<file path="config.mk">
export PLATFORM = sky130hd
export DESIGN_NAME = ring_link_rx
export DESIGN_NICKNAME = d
export VERILOG_FILES = /design/src/rtl/ring_link_rx.sv
export SDC_FILE = /design/constraint.sdc
export NUM_CORES = 1
export LEC_CHECK = 0
export ABC_AREA = 1
export BUFFER_PORTS_ARGS = -buffer_cell sky130_fd_sc_hd__buf_2
export CORE_MARGIN = 10
export CORE_UTILIZATION = 52
export DETAILED_ROUTE_END_ITERATION = 12
export HOLD_SLACK_MARGIN = 0.12
export PLACE_DENSITY = 0.75
export REMOVE_ABC_BUFFERS = 1
export SLEW_MARGIN = 20
export SYNTH_ARGS = -nofsm -noshare
export SYNTH_HDL_FRONTEND = slang
export SYNTH_SLANG_ARGS = --single-unit
</file>
<file path="constraint.sdc">
create_clock -name clk -period 3.32 [get_ports clk]
set_input_delay 0.498 -clock clk [delete_from_list [all_inputs] [get_ports clk]]
set_output_delay 0.498 -clock clk [all_outputs]
set_load 0.01 [all_outputs]
</file>
<file path="src/rtl/ring_link_rx.sv">
// ring_link_rx: ring link receive FIFO with on/off backpressure, valid/ready output and statistics.
module ring_link_rx #(
  parameter int PACKET_SIZE  = 49,
  parameter int BUFFER_SIZE  = 4,
  parameter int OFF_SLACK    = 2,
  parameter int ON_THRESHOLD = 1
) (
  input  logic                             clk,
  input  logic                             rst_n,
  input  logic [PACKET_SIZE-1:0]           link_in,
  output logic                             backpressure_wr,
  output logic [PACKET_SIZE-1:0]           out_data,
  output logic                             out_valid,
  input  logic                             out_ready,
  output logic [$clog2(BUFFER_SIZE+1)-1:0] occupancy,
  output logic [63:0]                      rx_count,
  output logic [15:0]                      drop_count,
  output logic                             overflow_err
);
  localparam int AW = BUFFER_SIZE > 1 ? $clog2(BUFFER_SIZE) : 1;
  localparam int OW = $clog2(BUFFER_SIZE + 1);
  localparam logic [AW-1:0] LAST    = AW'(BUFFER_SIZE - 1);
  localparam logic [OW-1:0] FULL    = OW'(BUFFER_SIZE);
  localparam logic [OW-1:0] OFF_LVL = OW'(BUFFER_SIZE - OFF_SLACK);
  localparam logic [OW-1:0] ON_LVL  = OW'(ON_THRESHOLD);

  typedef enum logic {ST_ON, ST_OFF} state_t;

  logic [PACKET_SIZE-1:0] mem [BUFFER_SIZE];
  logic [AW-1:0]          wr_ptr, rd_ptr;
  logic [OW-1:0]          occ_next;
  logic                   push, pop, full, accept, drop;
  state_t                 state;

  assign push      = link_in[PACKET_SIZE-1];
  assign out_valid = occupancy != '0;
  assign full      = occupancy == FULL;
  assign pop       = out_valid & out_ready;
  assign accept    = push & (~full | pop);
  assign drop      = push & full & ~pop;
  assign occ_next  = occupancy + OW'(accept) - OW'(pop);
  assign out_data  = out_valid ? mem[rd_ptr] : '0;
  assign backpressure_wr = state == ST_OFF;

  always_ff @(posedge clk)
    if (accept) mem[wr_ptr] <= link_in;

  always_ff @(posedge clk or negedge rst_n)
    if (!rst_n) begin
      wr_ptr       <= '0;
      rd_ptr       <= '0;
      occupancy    <= '0;
      rx_count     <= '0;
      drop_count   <= '0;
      overflow_err <= 1'b0;
    end else begin
      occupancy <= occ_next;
      if (accept) begin
        wr_ptr   <= wr_ptr == LAST ? '0 : wr_ptr + 1'b1;
        rx_count <= rx_count + 64'd1;
      end
      if (pop) rd_ptr <= rd_ptr == LAST ? '0 : rd_ptr + 1'b1;
      if (drop) begin
        overflow_err <= 1'b1;
        if (drop_count != 16'hFFFF) drop_count <= drop_count + 16'd1;
      end
    end

  // Thresholds are applied to post-update occupancy so OFF rises on the crossing edge.
  always_ff @(posedge clk or negedge rst_n)
    if (!rst_n) state <= ST_ON;
    else if (state == ST_ON && occ_next >= OFF_LVL) state <= ST_OFF;
    else if (state == ST_OFF && occ_next <= ON_LVL) state <= ST_ON;
endmodule

</file>
==> run summary <==
Vias in the first global route: 9,817
Detailed-placement wirelength estimate: 22.3 mm
RSZ-0062 raised after global routing: false
Clock Path Buffers: 3
Initial Util: 0.529
Comb pwr share: 0.324
Remaining antenna violation count after routing: 0
Synth Cell Area: 12,900 sq um
CP Data Arrival Time: 2.25 ns
Most common cell in the synthesized netlist: nor2_1
Leakage: 0.00610 uW
H-tree depth reported by CTS: 1
Inst Count DP: 1,800
List of most frequent post-synthesis cells: nor2_1, nand2_1, edfxtp_1
Slew @ Worst Pin: 0.807 ns
Layout Utilization: 0.619
Worst VDD drop: 0.463 mV
Pwr dens: 750 nW/um^2
Final worst slack: 0.567 ns
Dominant synthesized flop cell: edfxtp_1
Final hold vios: 0
Top area cells in the synthesized netlist: edfxtp_1, dfrtp_1, nor2_1
Number of synthesized register bits: 285
Area delta synth->final: 17.1%
Area leader, netlist: edfxtp_1
Post-synth top area share: 0.456
Antenna violations before repair: 3
DR vias: 9,841
Post-route DRC: 0
Setup CP Type: register to output pin
# port buffers: 186
Max-slew violation count: 0
Worst Hold Class: input port to register
Seq/Total Area, Yosys: 0.629
Slew HR: 0.462
Starting DRT DRC Count: 676
CTS Buf Count: 28
Post-route cell area: 15,100 sq um
Die Span X: 177 microns
Fmax: 363 MHz
Crit end category: output pin
CTS Sinks: 285
Fraction of registers with async set/reset: 0.312
Die area: 31,500 sq um
Worst skew pair latency: 0.54 ns
Aggregate global-route resource usage: 0.200
Clk network pwr share: 0.261
Dpl cell area: 14,200 sq um
Gp weighted congestion: 0.947
FP Rows: 57
WP data required: 2.82 ns
Final Net Count: 1,569
Cells after Synth: 1,312
Final min period: 2.75 ns
Max-Cap Viols: 0
Routed len/inst: 17.3 microns
CP max FO: 59
Ant diodes: 0
EDFF count, synth: 196
Power share of the sequential group: 0.414
Setup crit start kind: register
TritonCTS clock tree: built
DP Worst Slack: 1.01 ns
Clock transition at the registers of the reported paths: 0.06 ns
Core box area: 24,400 sq um
Switching share of power: 0.354
Library cells used by synthesis: 34
Status: finished clean
Clock skew: 0.0100 ns
Drt pass-1 iters: 7
Setup slack, reg-to-reg: 1.02 ns
Internal power: 7320 uW
GR Overflow Total: 0
Ports: 187
Fin cells: 1,853
Syn_area_per_cell: 9.83 sq um
Drt total wl: 32.0 mm
First-pass GRT wire length: 51.0 mm
Final setup vio count: 0
Largest net degree at the start of global routing: 62
Vias per inst: 5.31
Layout cells sized above 1: 0.191
Final period util: 0.829
Number of synthesis warnings: 0
Die Y: 177 microns
Net load switching power: 4000 uW
CTS root buffer: clkbuf_16
-- critical path: stages, from the launching register on --
cell	delay, ns
dfrtp_2	0.38
buf_4	0.52
nor2_1	0.11
nor2_1	0.10
o21ai_0	0.11
a21oi_1	0.28
buf_2	0.20
-- final timing paths --
check / end / depth (start not counted) / startpoint
worst max-delay path: out_data[43] / 6 / rd_ptr[0]$_DFFE_PN0N_
worst min-delay path: mem[1][29]$_DFFE_PP_ / 1 / link_in[29]
worst max register to register: backpressure_wr$_DFFE_PN0P_ / 11 / occupancy[1]$_DFF_PN0_
worst min register to register: overflow_err$_DFFE_PN0P_ / 1 / overflow_err$_DFFE_PN0P_
max in group asynchronous: rx_count[1]$_DFFE_PN0P_ / 3 / rst_n
min in group asynchronous: rx_count[40]$_DFFE_PN0P_ / 2 / rst_n
-- layout by cell type, fill, tap and decap left out, drive strengths merged --
cell type | Yosys | layout
and2 | 3 | 3
inv | 90 | 91
xor2 | 20 | 20
clkinvlp | 0 | 4
nand3b | 11 | 11
nor3 | 14 | 14
buf | 20 | 205
or2 | 2 | 2
clkinv | 0 | 15
edfxtp | 196 | 196
nor3b | 4 | 4
nor2 | 337 | 337
dlygate4sd3 | 0 | 1
fa | 1 | 1
xnor2 | 25 | 25
dfrtp | 89 | 89
nand2 | 231 | 231
ha | 9 | 9
bufinv | 0 | 1
a21oi | 50 | 50
clkbuf | 21 | 31
nand3 | 46 | 46
nand4 | 30 | 30
o21ai | 113 | 113
-- metal layers --
metal  up-vias  track usage  routed length [microns]
met5         -            0                       44
met4         6       0.0524                      666
met3        54       0.0450                     2500
met2       346        0.334                    15200
met1      4672        0.259                    13600
li1       4763            -                        -
-- cell families after synthesis --
logic type	Yosys count	synth area share
simple gates	678	0.225
flops	285	0.629
compound gates	163	0.0644
buf+inv	131	0.0409
xor+xnor	45	0.0306
fa+ha+maj	10	0.0103
-- cell type report --
| type | instances | area, sq um |
|---|---|---|
| clock inverters | 21 | 153 |
| flip-flops and latches | 285 | 8120 |
| clock buffers | 31 | 712 |
| inverters | 90 | 340 |
| well taps | 324 | 405 |
| repair buffers | 206 | 1090 |
| multi-input cells | 896 | 4290 |
| fillers | 2058 | 9290 |
-- what timing repair did --
action                    4_1_cts  5_1_grt
resized for setup               0        0
hold endpoints to repair       59        0
buffers inserted                0        0
hold buffers                    1        0
-- stage by stage --
stage | total power, uW | setup TNS (ns) | hold WS (ns)
2_1_floorplan | 6910 | -40.18 | 0.202
3_3_place_gp | 8380 | 0 | 0.451
3_5_place_dp | 8490 | 0 | 0.460
4_1_cts | 11500 | 0 | 0.157
5_1_grt | 12100 | 0 | 0.155
6_report | 11300 | 0 | 0.178
-- power groups by stage --
stage	logic [uW]	registers, uW	clock network, uW
final	3670	4690	2960
after CTS	3740	4690	3030
after global placement	3640	4740	0
after global routing	4130	4750	3180
after floorplan	1950	4960	0
after detailed placement	3730	4760	0
-- sequential cells by signal, indices dropped and copies added, names as in the netlist --
| name | flops |
|---|---|
| overflow_err | 1 |
| wr_ptr | 2 |
| rx_count | 64 |
| backpressure_wr | 1 |
| occupancy | 3 |
| drop_count | 16 |
| mem | 196 |
| rd_ptr | 2 |
(Power assumes the default switching activity.)
